`src/rtl/pc_fetch_unit_if.sv`:
```
// Fetch-unit bus: instruction-memory request/ack, control-unit select lines and
// the registered instruction/PC outputs, plus the FSM state for observation.
interface pc_fetch_unit_if;
  // imem handshake: imem_req stays high with imem_addr stable until imem_ack=1
  // is sampled on a rising clk; imem_ack is a single-cycle strobe carrying
  // imem_rdata and has no back-pressure.
  logic        imem_req;
  logic [31:0] imem_addr;
  logic        imem_ack;
  logic [31:0] imem_rdata;
  logic [31:0] instr;
  logic        instr_valid;
  logic [2:0]  pcsel;
  logic [31:0] jt;
  logic        mem_busy;
  logic        irq_in;
  logic        irq;
  logic [31:0] pc;
  logic [31:0] pc_inc;
  logic [1:0]  fsm_state;

  modport master (
    output imem_req, imem_addr, instr, instr_valid, irq, pc, pc_inc, fsm_state,
    input  imem_ack, imem_rdata, pcsel, jt, mem_busy, irq_in
  );

  modport slave (
    input  imem_req, imem_addr, instr, instr_valid, irq, pc, pc_inc, fsm_state,
    output imem_ack, imem_rdata, pcsel, jt, mem_busy, irq_in
  );
endinterface

```
`src/rtl/pc_fetch_unit.sv`:
```
// Program counter and instruction fetch sequencer: IDLE -> FETCH -> EXEC loop,
// next-PC selection and supervisor-masked interrupt qualification.
module pc_fetch_unit (
  input  logic              clk,
  input  logic              reset_n,
  pc_fetch_unit_if.master   bus
);

  typedef enum logic [1:0] {
    IDLE  = 2'd0,
    FETCH = 2'd1,
    EXEC  = 2'd2
  } state_t;

  localparam logic [31:0] RESET_PC = 32'h8000_0000;
  localparam logic [31:0] ILLOP_PC = 32'h8000_0004;
  localparam logic [31:0] IRQ_PC   = 32'h8000_0008;

  state_t      state;
  logic [31:0] pc;
  logic [31:0] instr;
  logic        instr_valid;
  logic        imem_req;
  logic        irq_pending;
  logic [31:0] pc_inc;
  logic [31:0] br_off;
  logic [31:0] next_pc;
  logic        exec_exit;

  // Bit 31 is the supervisor flag; only the low 31 bits take part in arithmetic.
  assign pc_inc    = {pc[31], pc[30:0] + 31'd4};
  assign br_off    = {{14{instr[15]}}, instr[15:0], 2'b00};
  assign exec_exit = (state == EXEC) && !bus.mem_busy;

  always_comb begin
    next_pc = pc_inc;
    case (bus.pcsel)
      3'b000:  next_pc = pc_inc;
      3'b001:  next_pc = {pc[31], pc_inc[30:0] + br_off[30:0]};
      3'b010:  next_pc = {pc[31] & bus.jt[31], bus.jt[30:2], 2'b00};
      3'b011:  next_pc = ILLOP_PC;
      3'b100:  next_pc = IRQ_PC;
      default: next_pc = ILLOP_PC;
    endcase
  end

  always_ff @(posedge clk or negedge reset_n) begin
    if (!reset_n) begin
      state       <= IDLE;
      pc          <= RESET_PC;
      instr       <= 32'h0;
      instr_valid <= 1'b0;
      imem_req    <= 1'b0;
    end else begin
      case (state)
        IDLE: begin
          state    <= FETCH;
          imem_req <= 1'b1;
        end
        FETCH: begin
          if (bus.imem_ack) begin
            instr       <= bus.imem_rdata;
            imem_req    <= 1'b0;
            instr_valid <= 1'b1;
            state       <= EXEC;
          end
        end
        EXEC: begin
          if (!bus.mem_busy) begin
            pc          <= next_pc;
            imem_req    <= 1'b1;
            instr_valid <= 1'b0;
            state       <= FETCH;
          end
        end
        default: begin
          state       <= IDLE;
          imem_req    <= 1'b0;
          instr_valid <= 1'b0;
        end
      endcase
    end
  end

  // A new request in the same cycle as the IRQ-vector exit must survive.
  always_ff @(posedge clk or negedge reset_n) begin
    if (!reset_n) begin
      irq_pending <= 1'b0;
    end else if (bus.irq_in) begin
      irq_pending <= 1'b1;
    end else if (exec_exit && (bus.pcsel == 3'b100)) begin
      irq_pending <= 1'b0;
    end
  end

  assign bus.imem_req    = imem_req;
  assign bus.imem_addr   = pc;
  assign bus.instr       = instr;
  assign bus.instr_valid = instr_valid;
  assign bus.pc          = pc;
  assign bus.pc_inc      = pc_inc;
  assign bus.irq         = irq_pending & ~pc[31] & instr_valid;
  assign bus.fsm_state   = state;

endmodule

```
`src/flat_wrapper.sv`:
```
// flat-port wrapper written by rule: the top's interface ports become plain ports
module pc_fetch_unit_flat 
  (clk, reset_n, bus_imem_req, bus_imem_addr, bus_instr, bus_instr_valid, bus_irq, bus_pc, bus_pc_inc, bus_fsm_state, bus_imem_ack, bus_imem_rdata, bus_pcsel, bus_jt, bus_mem_busy, bus_irq_in);
  pc_fetch_unit_if bus_i ();
  input  logic clk;
  input  logic reset_n;
  output wire logic [$bits(bus_i.imem_req)-1:0] bus_imem_req;
  output wire logic [$bits(bus_i.imem_addr)-1:0] bus_imem_addr;
  output wire logic [$bits(bus_i.instr)-1:0] bus_instr;
  output wire logic [$bits(bus_i.instr_valid)-1:0] bus_instr_valid;
  output wire logic [$bits(bus_i.irq)-1:0] bus_irq;
  output wire logic [$bits(bus_i.pc)-1:0] bus_pc;
  output wire logic [$bits(bus_i.pc_inc)-1:0] bus_pc_inc;
  output wire logic [$bits(bus_i.fsm_state)-1:0] bus_fsm_state;
  input wire logic [$bits(bus_i.imem_ack)-1:0] bus_imem_ack;
  input wire logic [$bits(bus_i.imem_rdata)-1:0] bus_imem_rdata;
  input wire logic [$bits(bus_i.pcsel)-1:0] bus_pcsel;
  input wire logic [$bits(bus_i.jt)-1:0] bus_jt;
  input wire logic [$bits(bus_i.mem_busy)-1:0] bus_mem_busy;
  input wire logic [$bits(bus_i.irq_in)-1:0] bus_irq_in;
  assign bus_imem_req = bus_i.imem_req;
  assign bus_imem_addr = bus_i.imem_addr;
  assign bus_instr = bus_i.instr;
  assign bus_instr_valid = bus_i.instr_valid;
  assign bus_irq = bus_i.irq;
  assign bus_pc = bus_i.pc;
  assign bus_pc_inc = bus_i.pc_inc;
  assign bus_fsm_state = bus_i.fsm_state;
  assign bus_i.imem_ack = bus_imem_ack;
  assign bus_i.imem_rdata = bus_imem_rdata;
  assign bus_i.pcsel = bus_pcsel;
  assign bus_i.jt = bus_jt;
  assign bus_i.mem_busy = bus_mem_busy;
  assign bus_i.irq_in = bus_irq_in;
  pc_fetch_unit u_core (.clk(clk), .reset_n(reset_n), .bus(bus_i));
endmodule
```
`config.mk`:
```
export PLATFORM = sky130hd
export DESIGN_NAME = pc_fetch_unit_flat
export DESIGN_NICKNAME = d
export VERILOG_FILES = /design/src/rtl/pc_fetch_unit_if.sv /design/src/rtl/pc_fetch_unit.sv /design/src/flat_wrapper.sv
export SDC_FILE = /design/constraint.sdc
export NUM_CORES = 1
export LEC_CHECK = 0
export BUFFER_PORTS_ARGS = -buffer_cell sky130_fd_sc_hd__buf_2
export CAP_MARGIN = 0
export CORE_MARGIN = 1.5
export CORE_UTILIZATION = 50
export CTS_CLUSTER_DIAMETER = 100
export DETAILED_ROUTE_END_ITERATION = 6
export HOLD_SLACK_MARGIN = 0.08
export PLACE_DENSITY = 0.82
export SLEW_MARGIN = 20
export SYNTH_ARGS = -nofsm -noshare
export SYNTH_HDL_FRONTEND = slang
export SYNTH_SLANG_ARGS = --single-unit
```
`constraint.sdc`:
```
create_clock -name clk -period 7.81 [get_ports clk]
set_input_delay 1.562 -clock clk [delete_from_list [all_inputs] [get_ports clk]]
set_output_delay 1.562 -clock clk [all_outputs]
set_load 0.01 [all_outputs]
```
== Word level (Yosys, flattened, before mapping) ==
Cells that the tools add are included.

* Input bits: 72
* Output and inout bits: 133
* Word-level logic and storage cells: 47
* Register bits after elaboration: 69

* Mux-type cells: 12
* Equality and inequality tests: 7
* Reduce and logical (&&, ||, !) cells: 11
* $add $sub $neg: 2
* Bitwise gates (word level): 8

{| class="wikitable"
|+ Operator list
! kind !! count
|-
| $pmux 32 s4 || 1
|-
| $add 31x3->31 const B || 1
|-
| $add 31x31->31 || 1
|-
| $mux 1 || 6
|-
| $pmux 1 s3 || 2
|-
| $pmux 2 s3 || 1
|-
| $reduce_and 2->1 || 3
|-
| $not 1->1 || 5
|-
| $mux 2 || 2
|-
| $ne 2x2->1 const B || 2
|-
| $reduce_and 4->1 || 1
|-
| $and 1x1->1 || 3
|-
| $eq 3x1->1 const B || 1
|-
| $eq 3x2->1 const B || 1
|-
| $eq 3x3->1 const B || 1
|-
| $logic_not 3->1 || 1
|-
| $reduce_and 3->1 || 1
|-
| $eq 2x1->1 const B || 1
|-
| $eq 2x2->1 const B || 1
|-
| $logic_and 1x1->1 || 2
|-
| $logic_not 2->1 || 1
|-
| $reduce_bool 2->1 || 1
|-
| $logic_not 1->1 || 1
|}

== Logic depth before layout (Yosys ltp) ==
* Depth after elaboration: 5
* Mapped depth: 16
* Mapped depth without buffers: 16

== Worst setup path before layout ==
OpenSTA, ideal clock, no wires.

* Kind: flip-flop to flip-flop
* From: reg u_core.pc[7], in the netlist u_core.bus.imem_addr[7]
* To: reg u_core.pc[28], in the netlist u_core.bus.imem_addr[28]
* Library setup time: 0.134 ns
* Arrival: 3.631 ns
* Setup slack: 4.045 ns
* Cell stages (with the launch flop): 16
* Clock period less this slack: 3.765 ns
* Path buffers: 0
* Data required time: 7.676 ns
* Path through: dfrtp_1 and4_1 nand3_1 nor3_1 nand3_1 xnor2_1 ha_1 nand4_1 nor2_1 a211oi_1 o21ai_0 o311ai_2 a211oi_2 o41ai_2 xor2_1 o21ai_1

* Cells in the longest elaborated chain, start to end: 3

{| class="wikitable"
|+ RTL lines
! item !! line !! RTL
|-
| start, declared || pc_fetch_unit.sv:20 || <nowiki>logic [31:0] pc;</nowiki>
|-
| start signal, assigned || pc_fetch_unit.sv:70 || <nowiki>pc <= next_pc;</nowiki>
|-
| $add 31x3->31 || pc_fetch_unit.sv:31 || <nowiki>assign pc_inc = {pc[31], pc[30:0] + 31'd4};</nowiki>
|-
| named net bus_pc_inc[19] || flat_wrapper.sv:13 || <nowiki>output wire logic [$bits(bus_i.pc_inc)-1:0] bus_pc_inc;</nowiki>
|-
| $add 31x31->31 || pc_fetch_unit.sv:39 || <nowiki>3'b001: next_pc = {pc[31], pc_inc[30:0] + br_off[30:0]};</nowiki>
|-
| $pmux 32 s4 || pc_fetch_unit.sv:37 || <nowiki>case (bus.pcsel)</nowiki>
|}

The timed path passes the listed nets, and every way through them passes these cells.
A chain may end at the register's enable or synchronous reset.

== Worst setup path in the final report ==
* From: reg u_core.pc[7], in the netlist u_core.bus.imem_addr[7]
* To: out bus_pc_inc[27]

* Cells in the longest elaborated chain, start to end: 1

{| class="wikitable"
|+ RTL lines
! item !! line
|-
| $add 31x3->31 || pc_fetch_unit.sv:31
|-
| end, declared || flat_wrapper.sv:13
|}

Every way passes these cells.

==> run metrics <==
hold path startpoint u_core.irq_pending; Layout Skew 0.0104 ns; Post-Route WL between 15000 and 20000 µm; Worst Hold Path EP u_core.irq_pending; Pwr Total between 2000 and 3000 µW; metal2 WL roughly 7600 µm; CTS clk-pin slew, worst paths about 0.080 ns; critical path's top delay family simple AND/OR/NAND/NOR gates; setup TNS 0 ns; gr ovfl total 0; DRT Pass-1 Iters 5; share of cells above drive strength 1 roughly a third; dpl cells 860; CTS Buf Count 9; n_diodes 0; Seq cells post-synth 66; largest net degree at the start of global routing 67; CTS tree done; status complete, no violations; M1 WL 6260 µm; final antenna-violating net count 0; input/output buffers 196; crit-path cells and4_1 -> nand3_1 -> nor3_1 -> nand2_1 -> nor2_1 -> xor2_1 -> buf_2; full die area 11000 µm²; FFs w/ async S/R, synth 100%; post-route minimum period roughly 4.7 ns; final worst slack 3.09 ns; crit share post-route 60.4%; Pins Over Slew Limit 0; # IOs 205; worst-case reg-to-reg path depth 15; DR top layer met5; GPL Wtd Cong 0.942; R2R setup slack 3.44 ns; Hold-fix buffers, CTS 0; Rows 37; met3 routed WL 1520 µm; post-CTS resize count 0; CP max FO 8; Worst Tran Pin Value 0.885 ns; Syn Inst Count 575; max_cap viols 0; root buffer cell clkbuf_8; synthesis-to-layout area growth 20.9%; CP Capture Type primary output; Crit Path Category reg -> out; worst reg2reg endpoint u_core.bus.imem_addr[28]; syn avg cell area approximately 9.0 µm²; first-pass GRT wire length between 20000 and 30000 µm; Fmax 0.212 GHz; H-tree levels 3; Hold WS 0.496 ns; initial core utilization between 50 and 60%; maximum vdd drop 0.244 mV; synthesized area 5200 µm²; worst skew pair latency 0.36 ns; fill count 900; die height 105 µm; Reg-to-Reg Start u_core.bus.imem_addr[7]; Worst path slowest cell nor3_1; Critical Path RT 6.25 ns; Buf/Inv on CP 1; Post-synth EDFFs 0; Crit path arrival time 3.16 ns; vias in the first global route 5071; RSZ-0062 raised after global routing no; yosys warns 0; area occupied by multi-input gates ~3200 µm²; Final Hold Fails 0; 1st-iter DRT viols 325; vias per cell between 5 and 6; drt wl/cell 17.9 µm; area of the core 10200 µm²; proportion of netlist area held by the largest area contributor 31.3%; clk sink count 66; Setup Buffers After CTS 0; DR vias 5152; final setup vio count 0; initial antenna violation count 1; DP Worst Slack 3.53 ns; DP HPWL 11700 µm; Worst Setup Start Kind flop; clk buf depth 2; hold depth 1; total track usage 28.7%; Pleak approximately 0.0032 µW; synth unique cells 59; DR DRC count 0; Cell Count, Final, Fillers Out 876; FF+latch area 1650 µm²; Seq/Total Area, Yosys 31.8%; Critical Path Start u_core.bus.imem_addr[7]; CP max stage delay 0.68 ns; most area-consuming cells after synthesis dfrtp_1 31%, ha_1 7.9%, mux2_2 7.4%, buf_4 5.6%, xnor2_1 4.4%; HP Class reg -> reg; pwr dens 430 nW/µm²; Die X ~100 µm; top_reg_cell synth dfrtp_1; area leader, netlist dfrtp_1; Slew headroom 41.0%; NumNets Final 841
-- cells in the mapped netlist, types with 2 or more instances --
library cell and count:
nand3b_1 3, nand2b_1 5, o21bai_1 5, a221oi_1 5, and3_1 8, inv_1 11
and4_1 2, xor2_1 21, and2_1 5, a21o_1 14, o21ai_0 42, o311a_1 2
o31ai_1 2, nor3_1 10, o21ai_1 3, nor2_1 40, xnor2_1 26, dfrtp_1 65
clkbuf_1 16, o221ai_1 4, nand3_1 17, nand2_1 45, nor3b_1 2, mux2_2 34
a22o_1 3, a21oi_1 41, a2111o_1 2, nor2b_1 5, a22oi_1 9, a211oi_1 6
buf_4 39, o21a_1 3, nor4_1 3, a222oi_1 9, o2111a_1 2, ha_1 33
nand4_1 10, mux2i_1 2
-- worst max path at each step --
stage                                          end  slack (ns)  cells past startpoint
final                               bus_pc_inc[27]        3.09                      7
after global routing                bus_pc_inc[27]        2.84                      7
after CTS                           bus_pc_inc[27]        3.16                      7
after detailed placement  u_core.bus.imem_addr[28]        3.53                     15
after global placement              bus_pc_inc[27]        3.56                      7
after floorplan           u_core.bus.imem_addr[28]        4.05                     15
-- metal layers --
| layer | track usage (%) | up-vias |
|---|---|---|
| met3 | 8.48 | 36 |
| met4 | 8.61 | 2 |
| met2 | 48.1 | 270 |
| li1 | - | 2399 |
| met5 | 0 | - |
| met1 | 35.5 | 2445 |
-- cell usage in the layout (no fill, tap or decap), types with 4 or more instances in the layout --
cell type,n
xor2_1,21
buf_4,5
and2_1,5
o21bai_1,5
nor2b_1,5
nand2b_1,5
o21ai_0,41
ha_1,33
nand3_1,17
a211oi_1,6
nor2_1,40
clkbuf_8,9
a21o_1,14
a21oi_1,41
a222oi_1,9
and3_1,8
nand2_1,44
o221ai_1,4
nor3_1,10
nand4_1,10
a221oi_1,5
buf_2,196
conb_1,6
mux2_2,34
xnor2_1,26
inv_1,11
o21ai_1,4
dfrtp_1,65
a22oi_1,9
-- power breakdown --
part	internal (µW)	switching [µW]
clock	215	154
sequential	494	201
combinational	731	907
total	1440	1260
-- through the flow --
step / utilization (%) / cell area (µm²)
2_1_floorplan: - / 5220
3_3_place_gp: 59.3 / 6030
3_5_place_dp: 59.3 / 6030
4_1_cts: 61.7 / 6280
5_1_grt: 61.7 / 6290
6_report: 61.7 / 6290
-- flip-flops by register name, indices dropped and copies added (netlist names) --
signal	flops
u_core.bus.instr	32
u_core.bus.instr_valid	1
u_core.bus.imem_addr	30
u_core.irq_pending	1
u_core.bus.fsm_state	2
-- cell type report --
type / count / share of cell area (%)
repair buffers: 201 / 16.2
flip-flops and latches: 66 / 26.3
clock buffers: 9 / 1.97
clock inverters: 7 / 1.99
well taps: 136 / 2.71
inverters: 11 / 0.657
multi-input cells: 446 / 50.2
-- cell families (layout without fill, tap and decap cells) --
kind of cell             Yosys count  count (layout)  share of synthesized area (%)
AO/OA/AOI/OAI                    163             163                           21.2
multiplexers                      36              36                           7.75
XOR/XNOR                          47              47                           7.92
buffers and inverters             68             228                           7.96
other                              1               6                         0.0721
adder cells (fa/ha/maj)           34              34                           8.33
flip-flops                        66              66                           31.8
AND/OR/NAND/NOR                  160             160                           14.9
Power figures use the tool's default switching activity.
